<file path="src/rtl/pcie_recv_pkg.sv">
// Shared constants, state encoding and status decode for the pcie_recv receive path.
// Macro PCIE_RECV_DEST_CHECK_EN (used in pcie_recv.sv) enables the destination-bit check.
package pcie_recv_pkg;

  localparam int DATA_W = 6;
  localparam logic [1:0] UMBRAL_DEF = 2'd3;

  localparam int ERR_D0  = 0;
  localparam int ERR_D1  = 1;
  localparam int ERR_OUT = 2;

  // Bit of each word that identifies its destination port when checking is enabled.
  localparam int DEST_BIT = 4;

  typedef enum logic [2:0] {
    ST_RESET,
    ST_INIT,
    ST_IDLE,
    ST_ACTIVE,
    ST_ERROR
  } state_t;

  // {active, idle, error} flags for a given state.
  function automatic logic [2:0] status_of(state_t s);
    return {s == ST_ACTIVE, s == ST_IDLE, s == ST_ERROR};
  endfunction

endpackage

</file>
<file path="src/rtl/pcie_recv_if.sv">
// Link-side push streams, backpressure and consumer pop/data bundle for pcie_recv.
// master = link sender and consumer, slave = the receiver.
interface pcie_recv_if;
  import pcie_recv_pkg::*;

  logic [DATA_W-1:0] data_in0;
  logic              valid_in0;
  logic [DATA_W-1:0] data_in1;
  logic              valid_in1;
  logic              pop;
  logic [DATA_W-1:0] data_out;
  logic              valid_out;
  logic              pausa_D0;
  logic              pausa_D1;

  modport master (
    output data_in0, valid_in0, data_in1, valid_in1, pop,
    input  data_out, valid_out, pausa_D0, pausa_D1
  );

  modport slave (
    input  data_in0, valid_in0, data_in1, valid_in1, pop,
    output data_out, valid_out, pausa_D0, pausa_D1
  );

endinterface

</file>
<file path="src/rtl/pcie_recv_rx_fifo.sv">
// Synchronous FIFO with count/full/empty; push on full is accepted when a pop happens the same cycle.
// DEPTH must be a power of two so the pointers wrap naturally.
module rx_fifo #(
  parameter int DEPTH = 4,
  parameter int W     = 6
) (
  input  logic                         clk,
  input  logic                         reset_L,
  input  logic                         push,
  input  logic                         pop,
  input  logic [W-1:0]                 din,
  output logic [W-1:0]                 dout,
  output logic [$clog2(DEPTH+1)-1:0]   count,
  output logic                         full,
  output logic                         empty
);

  localparam int CW = $clog2(DEPTH + 1);
  localparam int AW = $clog2(DEPTH);

  logic [W-1:0]  mem [DEPTH];
  logic [AW-1:0] wr_ptr;
  logic [AW-1:0] rd_ptr;
  logic          do_push;
  logic          do_pop;

  assign full    = (count == CW'(DEPTH));
  assign empty   = (count == '0);
  assign do_pop  = pop && !empty;
  assign do_push = push && (!full || do_pop);
  assign dout    = mem[rd_ptr];

  always_ff @(posedge clk) begin
    if (do_push) mem[wr_ptr] <= din;
  end

  always_ff @(posedge clk or negedge reset_L) begin
    if (!reset_L) begin
      wr_ptr <= '0;
      rd_ptr <= '0;
      count  <= '0;
    end else begin
      if (do_push) wr_ptr <= wr_ptr + AW'(1);
      if (do_pop)  rd_ptr <= rd_ptr + AW'(1);
      count <= count + CW'(do_push) - CW'(do_pop);
    end
  end

endmodule

</file>
<file path="src/rtl/pcie_recv.sv">
// Receive path: two input FIFOs with threshold pause, round-robin merge into an output FIFO, control FSM.
// Define PCIE_RECV_DEST_CHECK_EN to drop words whose destination bit does not match their port.
module pcie_recv #(
  parameter int DATA_W    = pcie_recv_pkg::DATA_W,
  parameter int IN_DEPTH  = 4,
  parameter int OUT_DEPTH = 8
) (
  input  logic          clk,
  input  logic          reset_L,
  input  logic          init,
  input  logic [1:0]    umbral_D0,
  input  logic [1:0]    umbral_D1,
  pcie_recv_if.slave    bus,
  output logic          active_out,
  output logic          idle_out,
  output logic          error_out,
  output logic [2:0]    error_full
);
  import pcie_recv_pkg::*;

  localparam int ICW = $clog2(IN_DEPTH + 1);
  localparam int OCW = $clog2(OUT_DEPTH + 1);

  state_t             state;
  logic [1:0]         umb0, umb1, umb0_nxt, umb1_nxt;
  logic               last_d1;
  logic [DATA_W-1:0]  head0, head1, out_head, xfer_data;
  logic [ICW-1:0]     cnt0, cnt1, nxt_cnt0, nxt_cnt1;
  logic [OCW-1:0]     cnt_o;
  logic               full0, full1, full_o, empty0, empty1, empty_o;
  logic               in_err, out_pop, out_space, grant0, grant1, xfer;
  logic               bad0, bad1, req0, req1, acc0, acc1, ovf0, ovf1, dest_err;
  logic               any_ne;

`ifdef PCIE_RECV_DEST_CHECK_EN
  assign bad0 = bus.data_in0[DEST_BIT] != 1'b0;
  assign bad1 = bus.data_in1[DEST_BIT] != 1'b1;
`else
  assign bad0 = 1'b0;
  assign bad1 = 1'b0;
`endif

  assign in_err    = (state == ST_ERROR);
  assign out_pop   = bus.pop && !empty_o;
  assign out_space = !full_o || out_pop;

  // When both inputs have data, the port not granted last time wins.
  assign grant0    = out_space && !empty0 && (empty1 || last_d1);
  assign grant1    = out_space && !empty1 && (empty0 || !last_d1);
  assign xfer      = grant0 || grant1;
  assign xfer_data = grant0 ? head0 : head1;

  assign req0     = bus.valid_in0 && !in_err && !bad0;
  assign req1     = bus.valid_in1 && !in_err && !bad1;
  assign acc0     = req0 && (!full0 || grant0);
  assign acc1     = req1 && (!full1 || grant1);
  assign ovf0     = req0 && full0 && !grant0;
  assign ovf1     = req1 && full1 && !grant1;
  assign dest_err = !in_err && ((bus.valid_in0 && bad0) || (bus.valid_in1 && bad1));

  assign nxt_cnt0 = cnt0 + ICW'(acc0) - ICW'(grant0);
  assign nxt_cnt1 = cnt1 + ICW'(acc1) - ICW'(grant1);
  assign umb0_nxt = (state == ST_INIT) ? umbral_D0 : umb0;
  assign umb1_nxt = (state == ST_INIT) ? umbral_D1 : umb1;
  assign any_ne   = !empty0 || !empty1 || (cnt_o != '0);

  rx_fifo #(.DEPTH(IN_DEPTH), .W(DATA_W)) u_fifo_d0 (
    .clk(clk), .reset_L(reset_L), .push(acc0), .pop(grant0), .din(bus.data_in0),
    .dout(head0), .count(cnt0), .full(full0), .empty(empty0)
  );

  rx_fifo #(.DEPTH(IN_DEPTH), .W(DATA_W)) u_fifo_d1 (
    .clk(clk), .reset_L(reset_L), .push(acc1), .pop(grant1), .din(bus.data_in1),
    .dout(head1), .count(cnt1), .full(full1), .empty(empty1)
  );

  rx_fifo #(.DEPTH(OUT_DEPTH), .W(DATA_W)) u_fifo_out (
    .clk(clk), .reset_L(reset_L), .push(xfer), .pop(bus.pop), .din(xfer_data),
    .dout(out_head), .count(cnt_o), .full(full_o), .empty(empty_o)
  );

  always_ff @(posedge clk or negedge reset_L) begin
    if (!reset_L) begin
      umb0          <= UMBRAL_DEF;
      umb1          <= UMBRAL_DEF;
      last_d1       <= 1'b1;
      bus.pausa_D0  <= 1'b0;
      bus.pausa_D1  <= 1'b0;
      bus.data_out  <= '0;
      bus.valid_out <= 1'b0;
      error_full    <= '0;
    end else begin
      umb0          <= umb0_nxt;
      umb1          <= umb1_nxt;
      if (grant0)      last_d1 <= 1'b0;
      else if (grant1) last_d1 <= 1'b1;
      bus.pausa_D0  <= nxt_cnt0 >= ICW'(umb0_nxt);
      bus.pausa_D1  <= nxt_cnt1 >= ICW'(umb1_nxt);
      if (out_pop) bus.data_out <= out_head;
      bus.valid_out <= out_pop;
      error_full[ERR_D0]  <= error_full[ERR_D0]  | ovf0;
      error_full[ERR_D1]  <= error_full[ERR_D1]  | ovf1;
      error_full[ERR_OUT] <= error_full[ERR_OUT] | dest_err;
    end
  end

  // state  | meaning
  // RESET  | first cycle after reset release
  // INIT   | thresholds track the umbral inputs
  // IDLE   | all FIFOs empty
  // ACTIVE | at least one FIFO holds data
  // ERROR  | overflow or bad destination seen; left only through reset
  always_ff @(posedge clk or negedge reset_L) begin
    if (!reset_L) begin
      state                               <= ST_RESET;
      {active_out, idle_out, error_out}   <= 3'b000;
    end else begin
      case (state)
        ST_RESET: begin
          state                             <= ST_INIT;
          {active_out, idle_out, error_out} <= status_of(ST_INIT);
        end
        ST_ERROR: begin
          state                             <= ST_ERROR;
          {active_out, idle_out, error_out} <= status_of(ST_ERROR);
        end
        default: begin
          if (ovf0 || ovf1 || dest_err) begin
            state                             <= ST_ERROR;
            {active_out, idle_out, error_out} <= status_of(ST_ERROR);
          end else if (init) begin
            state                             <= ST_INIT;
            {active_out, idle_out, error_out} <= status_of(ST_INIT);
          end else if (state != ST_INIT && any_ne) begin
            state                             <= ST_ACTIVE;
            {active_out, idle_out, error_out} <= status_of(ST_ACTIVE);
          end else begin
            state                             <= ST_IDLE;
            {active_out, idle_out, error_out} <= status_of(ST_IDLE);
          end
        end
      endcase
    end
  end

endmodule

</file>
<file path="src/flat_wrapper.sv">
// flat-port wrapper written by rule: the top's interface ports become plain ports
module pcie_recv_flat import pcie_recv_pkg::*;
#(
  parameter int DATA_W    = pcie_recv_pkg::DATA_W,
  parameter int IN_DEPTH  = 4,
  parameter int OUT_DEPTH = 8
)
  (clk, reset_L, init, umbral_D0, umbral_D1, active_out, idle_out, error_out, error_full, bus_data_in0, bus_valid_in0, bus_data_in1, bus_valid_in1, bus_pop, bus_data_out, bus_valid_out, bus_pausa_D0, bus_pausa_D1);
  pcie_recv_if bus_i ();
  input  logic clk;
  input  logic reset_L;
  input  logic init;
  input  logic [1:0] umbral_D0;
  input  logic [1:0] umbral_D1;
  output logic active_out;
  output logic idle_out;
  output logic error_out;
  output logic [2:0] error_full;
  input wire logic [$bits(bus_i.data_in0)-1:0] bus_data_in0;
  input wire logic [$bits(bus_i.valid_in0)-1:0] bus_valid_in0;
  input wire logic [$bits(bus_i.data_in1)-1:0] bus_data_in1;
  input wire logic [$bits(bus_i.valid_in1)-1:0] bus_valid_in1;
  input wire logic [$bits(bus_i.pop)-1:0] bus_pop;
  output wire logic [$bits(bus_i.data_out)-1:0] bus_data_out;
  output wire logic [$bits(bus_i.valid_out)-1:0] bus_valid_out;
  output wire logic [$bits(bus_i.pausa_D0)-1:0] bus_pausa_D0;
  output wire logic [$bits(bus_i.pausa_D1)-1:0] bus_pausa_D1;
  assign bus_i.data_in0 = bus_data_in0;
  assign bus_i.valid_in0 = bus_valid_in0;
  assign bus_i.data_in1 = bus_data_in1;
  assign bus_i.valid_in1 = bus_valid_in1;
  assign bus_i.pop = bus_pop;
  assign bus_data_out = bus_i.data_out;
  assign bus_valid_out = bus_i.valid_out;
  assign bus_pausa_D0 = bus_i.pausa_D0;
  assign bus_pausa_D1 = bus_i.pausa_D1;
  pcie_recv #(.DATA_W(DATA_W), .IN_DEPTH(IN_DEPTH), .OUT_DEPTH(OUT_DEPTH)) u_core (.clk(clk), .reset_L(reset_L), .init(init), .umbral_D0(umbral_D0), .umbral_D1(umbral_D1), .bus(bus_i), .active_out(active_out), .idle_out(idle_out), .error_out(error_out), .error_full(error_full));
endmodule
</file>
<file path="config.mk">
export PLATFORM = sky130hd
export DESIGN_NAME = pcie_recv_flat
export DESIGN_NICKNAME = d
export VERILOG_FILES = /design/src/rtl/pcie_recv_pkg.sv /design/src/rtl/pcie_recv_if.sv /design/src/rtl/pcie_recv_rx_fifo.sv /design/src/rtl/pcie_recv.sv /design/src/flat_wrapper.sv
export SDC_FILE = /design/constraint.sdc
export NUM_CORES = 1
export LEC_CHECK = 0
export CORE_MARGIN = 2
export CORE_UTILIZATION = 55
export DETAILED_ROUTE_END_ITERATION = 10
export GPL_TIMING_DRIVEN = 0
export PLACE_DENSITY = 0.75
export SLEW_MARGIN = 10
export SYNTH_ARGS = -nofsm -noshare
export SYNTH_HDL_FRONTEND = slang
export SYNTH_SLANG_ARGS = --single-unit
</file>
<file path="constraint.sdc">
create_clock -name clk -period 7 [get_ports clk]
set_input_delay 0.7 -clock clk [delete_from_list [all_inputs] [get_ports clk]]
set_output_delay 0.7 -clock clk [all_outputs]
set_load 0.01 [all_outputs]
</file>
==> results.txt <==
The run finished with clean final reports. The yosys synthesis warning count is 0. In this run, the number of DRC markers left after iteration 0 of detailed routing was 103. The gate count after technology mapping is 367. The library cell used most frequently in the layout, excluding fill and tap cells, is edfxtp_1. The fraction of layout cells with a size suffix above 1 came out at 0.2230. The routability congestion estimate came out at 0.8112. In this run the core area contains 38 standard-cell rows. After clock tree synthesis, the clock-pin slew on the worst setup and hold paths is 70 ps. The final number of setup-violating endpoints came out at 0.

The number of setup buffers added after CTS is 0. The worst-case setup margin in the final layout is 3688 ps. The total clock buffers created by CTS came out at 17. The net switching power of the design is 1200 µW. Power comes to 3648 µW. The synthesized area is 6136 µm².

VDD sags by at most 0.2267 mV. The cts-stage hold buffer count is 0. Dividing the detail-routed via count by the number of cells gives 5.430. The mean instance size in the synthesized netlist is 16.72 µm². The final net count is 476.

Dividing the detail-routed wire length by the instance count gives 16.84 µm. Setup repair after global routing left no endpoint under its margin. The maximum count of clock buffers along a single path is 2.

The slowest cell on the critical path is fa_1. The switching fraction of total power is 0.3288. Leaving out fill and tap cells, the most frequent cells in the layout are 96 x edfxtp_1, 40 x dfrtp_1, 34 x clkdlybuf4s50_1.

The number of clock sinks seen by CTS came out at 141. The async set or reset register ratio after synthesis came out at 0.3191. The root buffer cell is clkbuf_8.

The post-cts sizing count is 0. The critical path start-end classification is flop to flop. The remaining number of nets flagged by the antenna check after routing came out at 0. The first-pass iteration count of the detailed router is 4.

The final-layout worst hold slack came out at 53.35 ps. The most frequent cell on the critical path is inv_1. The placement-stage worst setup slack came out at 3184 ps. In this design, the largest share of critical-path delay is due to adder cells.

TritonCTS built the clock tree. The share of total power dissipated in sequential elements is 0.402. Together, buffers and inverters on the worst path number 6. The required time of the critical path is between 7000 and 8000 ps. The layout overhead on the synthesized area came out at 18.54%. The number of failing hold endpoints at the final stage is 0. Detailed placement finished with a half-perimeter wire length of around 7000 µm. Headroom to the max-slew limit came out at 0.3573. After layout, the minimum clock period comes to 3312 ps.

The vertical die dimension is 109.6 µm. Setup total negative slack on the finished layout was measured at 0 ps. For this run the aggregate overflow at the end of global routing stands at 0. The antenna diode count is 0.

The data arrival time at the worst-slack endpoint came out at approximately 3700 ps. The starting utilization of the core area is 0.5660. The transition time of the tightest slew-check pin is 956.6 ps. The via count of the first global-routing pass was 3243. The maximum clock rate came out at 0.3019 GHz. The reported max-cap violation count came out at 0.

The most used flip-flop cell after synthesis is edfxtp_1. The non-filler instance count after layout is 575. The detailed router used layers up to and including met4. The total routed wirelength came out at 9683 µm. The core area came out at between 10000 and 15000 µm². Counting distinct cell types in the post-synthesis netlist gives 51. The count of input and output buffers is 35. For the worst-skew pair, the clock arrives at the later sink with an insertion delay of 530 ps. For this run, the slowest stage of the critical path takes 500 ps. The relative contribution of combinational cells to total power is 0.362. The number of slew-limit violations in the final report is 0. The die covers ~12000 µm². Clock skew on the completed layout was measured at 9.709 ps. Power spread over the standard cell area amounts to around 500 nW/µm². For this design the static power due to leakage is 0.002755 µW. The routed via count is ~3100. The internal power contribution came out at 2448 µW. The number of H-tree branching levels came out at 4. The clock network fraction of total power came out at 0.236.

The number of enable flip-flop cells after synthesis is 96. The number of antenna violations at the first check in global routing came out at 0. Traced cell by cell, the critical path runs through inv_1, ha_1, nand2b_1, clkbuf_1, a22o_4, a31oi_4, inv_1, ha_1, inv_1, ha_1, inv_1, fa_1, inv_1, ha_1, a21oi_1, nand2_1. Along the worst path, the maximum fanout reaches 8. The type of element launching the critical path is a flop. The I/O pin count came out at 37. The routed length on met3 is 346 µm. The maximum number of pins on one net before global-route repair came out at 37. The element type at the critical path end is a flop.

The detailed-routed wire length on met2 is 4896 µm. Across every metal layer, demand over resource in global routing totals 0.1827. In this run the worst hold path is classified as primary input to async pin. The first global-routing pass estimated 15790 µm of wire. The wire length on met1 is 4268 µm. After synthesis the netlist holds a flip-flop and latch count of between 100 and 150. The width of the die came out at 109.6 µm. The final cycle utilization of the critical path is 0.4731. The placed cell count is 543.

The sequential fraction of the synthesis area came out at 0.6544. The number of nets in the synthesized netlist is between 400 and 500. The residual DRC count came out at 0.
==> cells by family (layout without fill, tap and decap cells) <==
| family | after synthesis | after routing | synth area share |
|---|---|---|---|
| multiplexers | 43 | 43 | 0.1219 |
| adder cells (fa/ha/maj) | 32 | 32 | 0.07137 |
| AO/OA/AOI/OAI | 26 | 26 | 0.03630 |
| flip-flops | 141 | 141 | 0.6544 |
| other | 1 | 1 | 0.0006112 |
| buffers and inverters | 40 | 108 | 0.02712 |
| XOR/XNOR | 18 | 18 | 0.02569 |
| AND/OR/NAND/NOR | 66 | 66 | 0.06260 |
==> flip-flops by register name, summed over array words and instances (netlist names), 3 cells and up, named ones only <==
signal / flops
u_core.bus.data_out: 6
u_core.u_fifo_d1.count: 3
u_core.u_fifo_d1.mem: 24
u_core.u_fifo_d0.count: 3
u_core.u_fifo_out.rd_ptr: 3
u_core.u_fifo_out.mem: 48
u_core.u_fifo_d0.mem: 24
u_core.u_fifo_out.count: 4
u_core.u_fifo_out.wr_ptr: 3
==> Yosys cell counts (2+ instances only) <==
cell | n | share of area
a21oi_1 | 3 | 0.0024
clkbuf_1 | 3 | 0.0018
xor2_1 | 8 | 0.011
inv_1 | 28 | 0.017
buf_1 | 5 | 0.0031
nand2b_1 | 4 | 0.0041
mux2i_1 | 8 | 0.013
or3_1 | 2 | 0.0020
edfxtp_1 | 96 | 0.47
fa_1 | 5 | 0.016
and2_2 | 4 | 0.0049
nor3_1 | 6 | 0.0049
a22oi_1 | 2 | 0.0024
and2_1 | 4 | 0.0041
o21ai_0 | 9 | 0.0073
dfrtp_1 | 40 | 0.16
mux4_2 | 24 | 0.088
nor4_1 | 2 | 0.0020
nand2_1 | 20 | 0.012
nor4b_1 | 2 | 0.0029
ha_1 | 27 | 0.055
xnor2_1 | 10 | 0.014
mux2_2 | 8 | 0.015
nor3b_1 | 6 | 0.0073
buf_4 | 2 | 0.0024
a221oi_2 | 2 | 0.0049
nor2_1 | 6 | 0.0037
dfstp_2 | 5 | 0.021
mux2_1 | 2 | 0.0037
or2_2 | 3 | 0.0031
==> power by group through the flow <==
| stage | registers [µW] | logic, µW | clock network (µW) |
|---|---|---|---|
| 2_1_floorplan | 1450 | 977 | 0 |
| 5_1_grt | 1500 | 1500 | 913 |
| 3_5_place_dp | 1480 | 1340 | 0 |
| 4_1_cts | 1470 | 1350 | 877 |
| 3_3_place_gp | 1460 | 1270 | 0 |
| 6_report | 1470 | 1320 | 861 |
==> metal layers <==
metal | track usage | vias up
li1 | - | 1481
met1 | 0.2331 | 1578
met2 | 0.2989 | 50
met3 | 0.04624 | 13
met4 | 0.07866 | 0
met5 | 0 | -
==> metrics by stage <==
step,area [µm²],utilization
after floorplan,6136,-
after global placement,6661,0.6145
after detailed placement,6689,0.6170
after CTS,7267,0.6704
after global routing,7273,0.6709
final,7273,0.6709
==> layout make-up <==
cell class	count	area, µm²
fillers	748	3567
multi-input cells	186	1973
plain buffers	12	61.31
clock buffers	18	427.9
well taps	140	175.2
flip-flops and latches	141	4015
clock inverters	14	150.1
inverters	28	105.1
repair buffers	36	365.4
==> path summary, 6_finish.rpt <==
path / start / to / slack (ps) / cells after the start
setup / recovery: u_core.u_fifo_out.count[2] / u_core.bus.pausa_D1 / 3690 / 16
hold / removal: reset_L / u_core.bus.data_out[4] / 50 / 1
setup reg to reg: u_core.u_fifo_out.count[2] / u_core.bus.pausa_D1 / 3690 / 16
hold reg to reg: u_core.error_full[1] / u_core.error_full[1] / 480 / 1
max in group asynchronous: reset_L / u_core.umb0[1] / 6380 / 2
min in group clk: u_core.error_full[1] / u_core.error_full[1] / 480 / 1
No activity file was read; power rests on OpenSTA's default activity.
